## src/rtl/shift_unit_seq_pkg.sv

```systemverilog
// ----------------------------------------------------------------------------
// shift_unit_seq_pkg
// Shared definitions for the sequential shift unit: operation encodings,
// FSM state encodings, datapath width, shift-amount limit and the helper that
// saturates the 32-bit unsigned shift amount to the 6-bit step counter range.
// ----------------------------------------------------------------------------
package shift_unit_seq_pkg;

   localparam int WIDTH     = 32;
   localparam int MAX_SHIFT = 32;

   // Operation encodings (2'b11 is decoded as a logical right shift)
   localparam logic [1:0] OP_SLL = 2'b00;
   localparam logic [1:0] OP_SRL = 2'b01;
   localparam logic [1:0] OP_SRA = 2'b10;

   typedef enum logic [1:0] {
      ST_IDLE  = 2'b00,
      ST_SHIFT = 2'b01,
      ST_DONE  = 2'b10
   } state_t;

   // min(y, MAX_SHIFT) as a 6-bit count; y is unsigned, so any set bit above
   // bit 4 means the amount is at least 32.
   function automatic logic [5:0] clamp_shift(input logic [WIDTH-1:0] y);
      if (|y[WIDTH-1:5])
         return 6'(MAX_SHIFT);
      else
         return {1'b0, y[4:0]};
   endfunction

endpackage

```

## src/rtl/shift_step_1pos.sv

```systemverilog
// ----------------------------------------------------------------------------
// shift_step_1pos
// Combinational single-position shifter used once per SHIFT cycle.
// Ports:
//   data    [31:0] in  : value to shift
//   dir            in  : 0 = left (LSB gets 0), 1 = right (MSB gets fill)
//   fill           in  : bit shifted into the MSB on a right shift
//   shifted [31:0] out : data shifted by exactly one position
// ----------------------------------------------------------------------------
module shift_step_1pos
   import shift_unit_seq_pkg::*;
(
   input  logic [WIDTH-1:0] data,
   input  logic             dir,
   input  logic             fill,
   output logic [WIDTH-1:0] shifted
);

   assign shifted = dir ? {fill, data[WIDTH-1:1]} : {data[WIDTH-2:0], 1'b0};

endmodule

```

## src/rtl/shift_unit_seq.sv

```systemverilog
// ----------------------------------------------------------------------------
// shift_unit_seq
// Multi-cycle barrel-free shifter: shifts one bit position per clock until the
// captured shift amount (saturated at 32) is exhausted.
// Ports:
//   clk          in  : clock, rising edge
//   rst          in  : synchronous active-high reset
//   start        in  : request; accepted only in IDLE or DONE
//   op    [1:0]  in  : 00 SLL, 01 SRL, 10 SRA, 11 SRL
//   X     [31:0] in  : operand, captured on acceptance
//   Y     [31:0] in  : unsigned shift amount, captured on acceptance
//   busy         out : high while shifting
//   done         out : one-cycle pulse, Z valid
//   Z     [31:0] out : result, updated only on entry to DONE
// Configuration macro: SHIFT_ARITH_EN -- when defined, op=10 sign-fills from
// X[31]; otherwise op=10 is a logical right shift and no sign bit is kept.
// ----------------------------------------------------------------------------
module shift_unit_seq
   import shift_unit_seq_pkg::*;
(
   input  logic             clk,
   input  logic             rst,
   input  logic             start,
   input  logic [1:0]       op,
   input  logic [WIDTH-1:0] X,
   input  logic [WIDTH-1:0] Y,
   output logic             busy,
   output logic             done,
   output logic [WIDTH-1:0] Z
);

   state_t           state;
   logic [WIDTH-1:0] data;
   logic [5:0]       count;
   logic [1:0]       op_q;
   logic             fill;
   logic             dir;
   logic             accept;
   logic [5:0]       load_count;
   logic [WIDTH-1:0] stepped;

   assign accept     = start && ((state == ST_IDLE) || (state == ST_DONE));
   assign load_count = clamp_shift(Y);
   assign dir        = (op_q != OP_SLL);

`ifdef SHIFT_ARITH_EN
   logic fill_q;
   assign fill = fill_q;

   always_ff @(posedge clk) begin
      if (rst)
         fill_q <= 1'b0;
      else if (accept)
         fill_q <= (op == OP_SRA) && X[WIDTH-1];
   end
`else
   assign fill = 1'b0;
`endif

   shift_step_1pos u_step (
      .data    (data),
      .dir     (dir),
      .fill    (fill),
      .shifted (stepped)
   );

   always_ff @(posedge clk) begin
      if (rst) begin
         state <= ST_IDLE;
         busy  <= 1'b0;
         done  <= 1'b0;
         Z     <= '0;
         count <= '0;
         data  <= '0;
         op_q  <= OP_SLL;
      end else begin
         done <= 1'b0;
         case (state)
            ST_IDLE, ST_DONE: begin
               if (accept) begin
                  data  <= X;
                  op_q  <= op;
                  count <= load_count;
                  // A zero shift amount completes immediately with Z = X
                  if (load_count == 6'd0) begin
                     state <= ST_DONE;
                     busy  <= 1'b0;
                     done  <= 1'b1;
                     Z     <= X;
                  end else begin
                     state <= ST_SHIFT;
                     busy  <= 1'b1;
                  end
               end else begin
                  state <= ST_IDLE;
                  busy  <= 1'b0;
               end
            end
            ST_SHIFT: begin
               data  <= stepped;
               count <= count - 6'd1;
               // Last step: publish the shifted value as it enters DONE
               if (count == 6'd1) begin
                  state <= ST_DONE;
                  busy  <= 1'b0;
                  done  <= 1'b1;
                  Z     <= stepped;
               end
            end
            default: begin
               state <= ST_IDLE;
               busy  <= 1'b0;
            end
         endcase
      end
   end

endmodule

```

## config.mk

```make
export PLATFORM = sky130hd
export DESIGN_NAME = shift_unit_seq
export DESIGN_NICKNAME = d
export VERILOG_FILES = /design/src/rtl/shift_unit_seq_pkg.sv /design/src/rtl/shift_step_1pos.sv /design/src/rtl/shift_unit_seq.sv
export SDC_FILE = /design/constraint.sdc
export NUM_CORES = 1
export LEC_CHECK = 0
export BUFFER_PORTS_ARGS = -buffer_cell sky130_fd_sc_hd__buf_2
export CORE_MARGIN = 5
export CORE_UTILIZATION = 54
export DETAILED_ROUTE_END_ITERATION = 8
export PLACE_DENSITY = 0.91
export SLEW_MARGIN = 20
export SYNTH_ARGS = -nofsm -noshare
export SYNTH_HDL_FRONTEND = slang
export SYNTH_HIERARCHICAL = 1
export SYNTH_SLANG_ARGS = --single-unit
```

## constraint.sdc

```tcl
create_clock -name clk -period 2 [get_ports clk]
set_input_delay 0.1 -clock clk [delete_from_list [all_inputs] [get_ports clk]]
set_output_delay 0.1 -clock clk [all_outputs]
set_load 0.005 [all_outputs]
```

==> flow_summary_export.csv, run 1 <==
group,metric,value,unit
floorplan,die_height,97.4,um
route,drt_iter0_markers,147,
global_route,grt_usage,21.3,%
synth,yosysUniqueCellTypes,42,
route,dr.pass1.iters,5,
clock_network,cts.path.max_buffers,2,
clock_network,cts_num_sinks,75,
synth,synth_warnings,6,
finish,regArea,1500,um^2
critical_path,slowest_stage,"dlygate4sd3_1",
synth,synthTopCellsByCount,"75 x dfxtp_1, 74 x nand2_1, 37 x nor2_1",
synth,seq_area_frac_synth,36.4,%
synth,ys.flop_type,"dfxtp_1",
sta,finalClockSkew,0.0107,ns
floorplan,ios,103,
critical_path,worstSetupStartpointType,"primary input",
clock_network,post_cts_buffers,0,
critical_path,required,2.26,ns
finish,multiInputGateArea,2240,um^2
clock_network,cts_max_level,3,
place,gp_congestion,0.864,
sta,worst_pin_slew,0.617,ns
synth,syn_area,4130,um^2
power_and_ir_drop,switchingPower,1050,uW
sta,rsz0062_at_grt,"false",
sta,setup_tns,0,ns
clock_network,clk_latency,0.35,ns
clock_network,numCtsBuffers,9,
critical_path,endpoint_kind,"flop",
run,cap_violations,0,
finish,nets,598,
critical_path,crit_fanout,32,
route,drt-total-wl,10.1,mm
sta,drv_slew,0,
run_status,status,"finished clean",
hold_path,hp-class,"in -> reg",
power_and_ir_drop,clkPwrFrac,34.0,%
sta,fmax,0.532,GHz
global_route,grt_start_max_net_pins,65,
finish,drive_gt1_share,37.4,%
critical_path,path_cells,"dlygate4sd3_1, buf_2, or4_1, nor2_2, a31oi_4, buf_12, a221oi_1",
floorplan,rows,31,
synth,yosysMostFrequentCell,"dfxtp_1",
synth,synthDominantCellAreaShare,36.4,%
place,place_ws,0.156,ns
sta,hold_viol,0,
synth,synthTopCellsByArea,"dfxtp_1 36%, a221oi_2 11%, mux2_4 11%, a311oi_1 6.8%, nand2_1 6.7%",
power_and_ir_drop,p_int,2740,uW
power_and_ir_drop,irDropWorstVdd,0.507,mV
critical_path,cp.buffers_inverters,3,
finish,fill_cells,575,
global_route,grt_antenna_before_repair,0,
floorplan,die-area,9490,um^2
finish,synthToLayoutAreaGrowth,18.8,%
route,via_per_inst,5.65,
power_and_ir_drop,pwr-share-comb,21.6,%
power_and_ir_drop,switching_share,27.7,%
sta,worst_slack,0.119,ns
sta,min_period,1.88,ns
clock_network,path_clk_slew,0.08,ns
route,drtAntennaViolNets,0,
critical_path,path_class,"in -> reg",
route,routedWlPerCell,16.0,um
critical_path,cpPeakStageDelay,0.53,ns
floorplan,start_util,56.3,%
power_and_ir_drop,sequentialPowerShare,44.4,%
clock_network,cts-root-buf,"clkbuf_8",
route,vias,3567,
synth,avgSynthCellArea,9.49,um^2
synth,synthArstFlopShare,0,%
floorplan,die_w,97.4,um
synth,synth_enable_flop_cells,0,
global_route,grt_pass1_vias,3674,
critical_path,arrival,2.14,ns
sta,setup_viol,0,
place,hpwl,6.94,mm
synth,ys_ff_latch,75,
place,port_buffers,102,
finish,diodes,0,
synth,syn_inst,435,
route,route.detailed.drc,0,
critical_path,cp_top_family,"buffers and inverters",
sta,period_share,94.0,%
global_route,grt_overflow,0,
synth,syn-num-nets,506,
synth,synth_area_leader_cell,"dfxtp_1",
floorplan,core,7330,um^2
sta,max_slew_margin,58.9,%
global_route,grt_pass1_wl,16.9,mm
power_and_ir_drop,leakagePower,0.00201,uW
power_and_ir_drop,power.density,773,nW/um^2
clock_network,cts_tree,"built",
[metal layers]
layer  global-route usage [%]  up-vias  wire, um
met2                     38.9       92      5280
met4                     5.96        0       139
li1                         -     1749         -
met5                        0        -         0
met1                     23.9     1712      4150
met3                     6.39       14       540
[metrics by stage]
step	hold WS, ns	utilization (%)	total power [uW]	instance area, um^2	cells
2_1_floorplan	0.236	-	2320	4130	435
3_3_place_gp	0.341	63.3	2480	4640	611
3_5_place_dp	0.352	63.3	2520	4640	611
4_1_cts	0.0124	66.8	3800	4900	631
5_1_grt	0.0197	66.9	3960	4900	631
6_report	0.0227	66.9	3790	4900	631
[final timing paths]
check | start | end | slack [ns] | depth (start not counted)
min reg2reg | op_q[1] | op_q[1] | 0.45 | 2
max | Y[2] | Z[31] | 0.12 | 7
max reg2reg | count[1] | Z[31] | 0.19 | 7
min | X[4] | data[4] | 0.02 | 3
[tightest hold or removal path, stage by stage]
cell      delay (ns)
buf_2           0.11
nand2_1         0.05
a311oi_1        0.07
[sequential cells by signal, indices dropped and copies added (netlist names)]
| signal | cells |
|---|---|
| Z | 32 |
| data | 32 |
| count | 6 |
| op_q | 2 |
| busy | 1 |
| done | 1 |
| state | 1 |
[kinds of logic after synthesis]
kind of cell               after synthesis  share of synthesized area, %
and+or+nand+nor                        141                          15.2
buffers and inverters                   72                          9.46
adders and majority gates                2                         0.606
AOI/OAI and AO/OA                      110                          26.4
other                                    1                        0.0908
muxes                                   34                          11.8
DFF                                     75                          36.4
[power groups by stage]
stage	combinational [uW]	sequential, uW	clock, uW
3_5_place_dp	806	1710	0
4_1_cts	817	1680	1310
2_1_floorplan	626	1690	0
6_report	820	1680	1290
3_3_place_gp	777	1710	0
5_1_grt	895	1700	1370
[cells in the final DEF, fill, tap and decap left out, drive strengths merged, types with 2 or more instances in the layout]
| cell | count |
|---|---|
| ha | 2 |
| clkinv | 2 |
| mux2i | 3 |
| nor2 | 37 |
| nand2 | 74 |
| o21bai | 32 |
| or4 | 2 |
| nor4 | 8 |
| a311oi | 32 |
| a31oi | 2 |
| bufinv | 2 |
| and2b | 3 |
| mux2 | 31 |
| a221oi | 33 |
| nand2b | 2 |
| a21o | 2 |
| inv | 34 |
| a21oi | 6 |
| nor3 | 6 |
| buf | 115 |
| dlygate4sd3 | 4 |
| clkbuf | 12 |
| dfxtp | 75 |
[cell type report]
cell class	count	area share, %
Clock buffer	12	2.96
Sequential cell	75	30.6
Timing Repair Buffer	119	14.0
Tap cell	99	2.53
Clock inverter	4	1.51
Multi-Input combinational cell	288	45.8
Inverter	34	2.60
[repair_timing]
action / CTS / global route
hold buffers: 4 / 0
resized for setup: 0 / 1
endpoints found under the setup margin: 0 / 4
endpoints found under the hold margin: 4 / 0
No activity file was read; power rests on OpenSTA's default activity.
==> run 2, diff against run 1 <==
--- a/config.mk
+++ b/config.mk
@@ -8,7 +8,9 @@
 export BUFFER_PORTS_ARGS = -buffer_cell sky130_fd_sc_hd__buf_2
 export CORE_MARGIN = 5
 export CORE_UTILIZATION = 54
+export CTS_CLUSTER_DIAMETER = 150
 export DETAILED_ROUTE_END_ITERATION = 8
+export MAX_ROUTING_LAYER = met4
 export PLACE_DENSITY = 0.91
 export SLEW_MARGIN = 20
 export SYNTH_ARGS = -nofsm -noshare
==> run 2 against run 1 <==
Compared with the run above: register-to-register slack is essentially flat; critical path depth is the same; sequential power is essentially flat; via count shrank 0.25%; fmax is essentially flat; highest routed layer unchanged; worst setup slack lost 0.00075 ns; total power is essentially flat.
==> flow_summary_export.csv, run 2 (synthesis gave the netlist of run 1 again) <==
group,metric,value,unit
run_status,status,"finished clean",
route,route.detailed.drc,0,
floorplan,ios,103,
finish,multiInputGateArea,2240,um^2
power_and_ir_drop,sequentialPowerShare,44.4,%
critical_path,reg2reg_to,"Z[31]",
finish,stdcell_count,631,
hold_path,hold_end,"data[4]",
critical_path,cp.buffers_inverters,3,
global_route,grt_overflow,0,
critical_path,regToRegStartpoint,"count[1]",
sta,hold_slack,0.0207,ns
critical_path,reg2reg_depth,7,
sta,fmax,0.531,GHz
finish,final_common_cell,"buf_2",
clock_network,cts-root-buf,"clkbuf_8",
global_route,grt_pass1_vias,3683,
critical_path,cpPeakStageDelay,0.53,ns
route,drt_iter0_markers,160,
sta,setup_viol,0,
hold_path,worstHoldPathCells,3,
route,dr.pass1.iters,4,
sta,rsz0062_at_grt,"false",
finish,regArea,1500,um^2
critical_path,r2r_slack,0.19,ns
power_and_ir_drop,leakagePower,0.00201,uW
finish,final_core_util,66.9,%
critical_path,path_class,"in -> reg",
global_route,grt_usage,21.9,%
global_route,grt_start_max_net_pins,65,
critical_path,path_cells,"dlygate4sd3_1, buf_2, or4_1, nor2_2, a31oi_4, buf_12, a221oi_1",
clock_network,cts_max_level,3,
sta,drv_slew,0,
clock_network,cts.path.max_buffers,2,
clock_network,cts_tree,"built",
critical_path,worstSetupStartpointType,"primary input",
route,routedWlPerCell,16.1,um
hold_path,hp-class,"in -> reg",
place,hpwl,6.94,mm
critical_path,cp_top_family,"buffers and inverters",
finish,top_regs,"Z (32), data (32), count (6)",
finish,nets,598,
sta,worst_pin_slew,0.617,ns
power_and_ir_drop,switchingPower,1050,uW
clock_network,post_cts_buffers,0,
place,port_buffers,102,
floorplan,die_w,97.4,um
sta,min_period,1.88,ns
clock_network,path_clk_slew,0.08,ns
critical_path,endpoint_kind,"flop",
finish,synthToLayoutAreaGrowth,18.8,%
route,drt-total-wl,10.1,mm
floorplan,start_util,56.3,%
floorplan,core,7330,um^2
finish,diodes,0,
place,placed_cells,611,
critical_path,slowest_stage,"dlygate4sd3_1",
critical_path,crit_fanout,32,
power_and_ir_drop,irDropWorstVdd,0.506,mV
clock_network,numCtsBuffers,9,
floorplan,rows,31,
sta,setup_tns,0,ns
floorplan,die_height,97.4,um
power_and_ir_drop,switching_share,27.7,%
clock_network,clk_latency,0.35,ns
floorplan,die-area,9490,um^2
power_and_ir_drop,power.density,773,nW/um^2
route,vias,3558,
finish,final_cell_mix,"102 x buf_2, 75 x dfxtp_1, 74 x nand2_1",
global_route,grt_antenna_before_repair,0,
sta,max_slew_margin,58.9,%
sta,period_share,94.1,%
critical_path,required,2.26,ns
finish,drive_gt1_share,37.4,%
power_and_ir_drop,clkPwrFrac,34.0,%
route,drtAntennaViolNets,0,
clock_network,cts_num_sinks,75,
hold_path,min-delay-start,"X[4]",
power_and_ir_drop,pwr-share-comb,21.6,%
global_route,grt_pass1_wl,16.9,mm
finish,fill_cells,575,
route,via_per_inst,5.64,
place,gp_congestion,0.878,
sta,hold_viol,0,
power_and_ir_drop,p_int,2740,uW
run,cap_violations,0,
sta,finalClockSkew,0.0112,ns
critical_path,arrival,2.14,ns
==> run 2: cell counts in the layout (fill, tap and decap cells not counted) <==
Identical to the previous run, type by type.
==> run 2: worst max path at each step <==
| stage | depth (start not counted) | to | slack [ns] | from |
|---|---|---|---|---|
| 2_1_floorplan | 7 | Z[13] | 0.25 | busy |
| 3_3_place_gp | 6 | Z[31] | 0.27 | busy |
| 3_5_place_dp | 7 | Z[31] | 0.16 | Y[6] |
| 4_1_cts | 7 | Z[31] | 0.06 | Y[2] |
| 5_1_grt | 7 | Z[31] | 0.04 | Y[2] |
| 6_report | 7 | Z[31] | 0.12 | Y[2] |
==> run 2: final cells by class <==
type	count	share of cell area (%)
tap	99	2.53
timing repair buffer	119	14.0
clock buffer	12	2.96
sequential	75	30.6
inverter	34	2.60
clock inverter	4	1.51
multi-input combinational	288	45.8
==> run 2: metrics by stage <==
stage / instance area (um^2) / power, uW / setup WS (ns)
after floorplan: 4130 / 2320 / 0.248
after global placement: 4640 / 2480 / 0.275
after detailed placement: 4640 / 2520 / 0.156
after CTS: 4900 / 3800 / 0.0586
after global routing: 4900 / 3960 / 0.0380
final: 4900 / 3790 / 0.118
==> run 2: worst reg2reg max path: stages (launching register included) <==
cell and delay, ns:
dfxtp_1 0.32, inv_1 0.09, ha_1 0.17, nand3b_1 0.10, nor3_1 0.43, a31oi_4 0.07
buf_12 0.20, a221oi_1 0.34
==> run 2: repair_timing <==
action | CTS | global route
hold buffers | 4 | 0
gates resized for setup | 0 | 1
setup endpoints to repair | 0 | 4
hold endpoints to repair | 4 | 0
==> run 2: power groups by stage <==
stage	Clock, uW	Combinational, uW	Sequential, uW
6_report	1290	820	1680
3_5_place_dp	0	806	1710
3_3_place_gp	0	777	1710
5_1_grt	1370	895	1700
2_1_floorplan	0	626	1690
4_1_cts	1310	817	1680
==> run 2: layer usage <==
layer	routed length (um)	track usage, %	vias up
li1	-	-	1751
met5	0	-	-
met3	522	5.96	19
met1	4200	24.1	1697
met2	5280	39.0	91
met4	142	5.96	0
==> run 3, diff against run 2 <==
--- a/config.mk
+++ b/config.mk
@@ -6,7 +6,7 @@
 export NUM_CORES = 1
 export LEC_CHECK = 0
 export BUFFER_PORTS_ARGS = -buffer_cell sky130_fd_sc_hd__buf_2
-export CORE_MARGIN = 5
+export CORE_MARGIN = 2
 export CORE_UTILIZATION = 54
 export CTS_CLUSTER_DIAMETER = 150
 export DETAILED_ROUTE_END_ITERATION = 8
==> constraint.sdc (replaced) <==
create_clock -name clk -period 1.78 [get_ports clk]
set_input_delay 0.089 -clock clk [delete_from_list [all_inputs] [get_ports clk]]
set_output_delay 0.089 -clock clk [all_outputs]
set_load 0.005 [all_outputs]
==> run 3 against run 2 <==
Compared with the run above: critical path depth down 1; highest routed layer unchanged; critical endpoint is now Z[23]; global-route usage up 3.3 points; cell count up 1.1%; via count up 4.2%; clock skew down 0.0048 ns; non-clock buffer count up 7; die area down 12%; largest power group unchanged; sequential share of layout area down 0.71 points; cell area up 2.5%; register-to-register slack worse by 0.16 ns; core utilization up 1.6 points; flip-flop and latch count unchanged.
==> flow_summary_export.csv, run 3 (synthesis gave the netlist of run 1 again) <==
group,metric,value,unit
route,drt-total-wl,10.5,mm
finish,final_common_cell,"buf_2",
floorplan,die-area,8360,um^2
power_and_ir_drop,power.density,807,nW/um^2
power_and_ir_drop,switchingPower,1200,uW
critical_path,crit_fanout,32,
place,hpwl,6.85,mm
critical_path,slowest_stage,"or2_2",
finish,diodes,0,
finish,fill_cells,575,
power_and_ir_drop,p_int,2860,uW
global_route,grt_use_met3,4.15,%
power_and_ir_drop,clkPwrFrac,29.4,%
clock_network,cts.path.max_buffers,2,
sta,worst_pin_slew,0.633,ns
run,cap_violations,0,
sta,drv_slew,0,
global_route,globalRouteMet1Util,28.4,%
critical_path,critPathLaunch,"op_q[1]",
sta,period_share,98.4,%
place,gp_congestion,0.830,
floorplan,ios,103,
global_route,grt_most_used_layer,"met2",
clock_network,path_clk_slew,0.07,ns
critical_path,path_class,"reg -> reg",
clock_network,numCtsBuffers,9,
floorplan,rows,31,
critical_path,regToRegStartpoint,"op_q[1]",
finish,top_regs,"Z (32), data (32), count (6)",
clock_network,cts_max_level,3,
sta,setup_tns,0,ns
global_route,grt_usage,25.3,%
global_route,grt_pass1_vias,3648,
floorplan,die_height,91.4,um
hold_path,hp-class,"in -> reg",
floorplan,die_w,91.4,um
run_status,status,"finished clean",
critical_path,arrival,1.98,ns
finish,drive_gt1_share,38.8,%
floorplan,start_util,56.3,%
sta,setup_viol,0,
sta,hold_slack,0.00778,ns
sta,max_slew_margin,57.4,%
place,port_buffers,102,
power_and_ir_drop,sequentialPowerShare,46.6,%
sta,fmax,0.571,GHz
clock_network,cts_num_sinks,75,
global_route,grt_antenna_before_repair,0,
global_route,grt_overflow,0,
critical_path,cpPeakStageDelay,0.32,ns
route,route.detailed.drc,0,
power_and_ir_drop,switching_share,29.5,%
route,dr.pass1.iters,4,
power_and_ir_drop,pwr-share-comb,24.0,%
clock_network,clk_latency,0.35,ns
floorplan,core,7330,um^2
route,routedWlPerCell,16.4,um
critical_path,path_cells,"or2_2, buf_12, mux2_4, nor2_1, o21bai_1, a221oi_1",
route,vias,3706,
power_and_ir_drop,irDropWorstVdd,0.456,mV
global_route,gr-usage-met2,43.7,%
critical_path,required,2.01,ns
route,drtAntennaViolNets,0,
critical_path,endpoint_kind,"flop",
clock_network,cts_tree,"built",
sta,hold_viol,0,
route,via_per_inst,5.81,
sta,min_period,1.75,ns
finish,synthToLayoutAreaGrowth,21.7,%
route,drt_iter0_markers,183,
power_and_ir_drop,leakagePower,0.00208,uW
finish,final_cell_mix,"102 x buf_2, 74 x dfxtp_1, 74 x nand2_1",
sta,finalClockSkew,0.00638,ns
clock_network,cts-root-buf,"clkbuf_8",
finish,nets,605,
hold_path,min-delay-start,"X[16]",
critical_path,worstSetupStartpointType,"flop",
global_route,grt_start_max_net_pins,40,
global_route,grt_pass1_wl,16.8,mm
-- run 3: final cells by class --
class	instances	area (um^2)	share of cell area [%]
inverters	34	128	2.54
flip-flops and latches	75	1500	29.9
well taps	99	124	2.47
repair buffers	126	827	16.5
clock inverters	2	10.0	0.199
multi-input cells	288	2270	45.2
clock buffers	14	163	3.24
-- run 3: per-stage QoR --
stage	util [%]	power [uW]	area, um^2	setup WS, ns	cells
5_1_grt	68.5	4230	5020	-0.0577	638
3_3_place_gp	64.4	2810	4720	0.107	615
3_5_place_dp	64.4	2850	4720	-0.0653	615
6_report	68.5	4050	5020	0.0280	638
4_1_cts	67.3	4040	4930	0.0293	635
2_1_floorplan	-	2610	4130	0.0276	435
-- run 3: what timing repair did --
| action | CTS | global route |
|---|---|---|
| endpoints found under the setup margin | 0 | 32 |
| gates resized for setup | 0 | 8 |
| hold endpoints to repair | 4 | 0 |
| setup buffers | 0 | 1 |
| hold buffers | 4 | 0 |
-- run 3: critical path, delay by kind of cell, from the launching register on --
kind	cells	cell delay [ns]
buf+inv	1	0.19
compound gates	2	0.29
mux	1	0.32
simple gates	2	0.50
flops	1	0.31
-- run 3: power by group through the flow --
| stage | logic [uW] | registers, uW | clock network [uW] |
|---|---|---|---|
| 2_1_floorplan | 703 | 1900 | 0 |
| 3_3_place_gp | 893 | 1910 | 0 |
| 3_5_place_dp | 927 | 1920 | 0 |
| 4_1_cts | 947 | 1890 | 1200 |
| 5_1_grt | 1050 | 1900 | 1280 |
| 6_report | 972 | 1890 | 1190 |
-- run 3: routing by layer --
metal / up-vias / wire, um
li1: 1763 / -
met1: 1772 / 4180
met2: 143 / 5460
met3: 28 / 575
met4: 0 / 259
met5: - / 0
-- run 3: path summary, 6_finish.rpt --
| path | endpoint | slack [ns] | cells past startpoint |
|---|---|---|---|
| max reg2reg | Z[23] | 0.03 | 6 |
| min | data[16] | 0.008 | 3 |
| min reg2reg | op_q[0] | 0.46 | 2 |
| max | Z[23] | 0.03 | 6 |
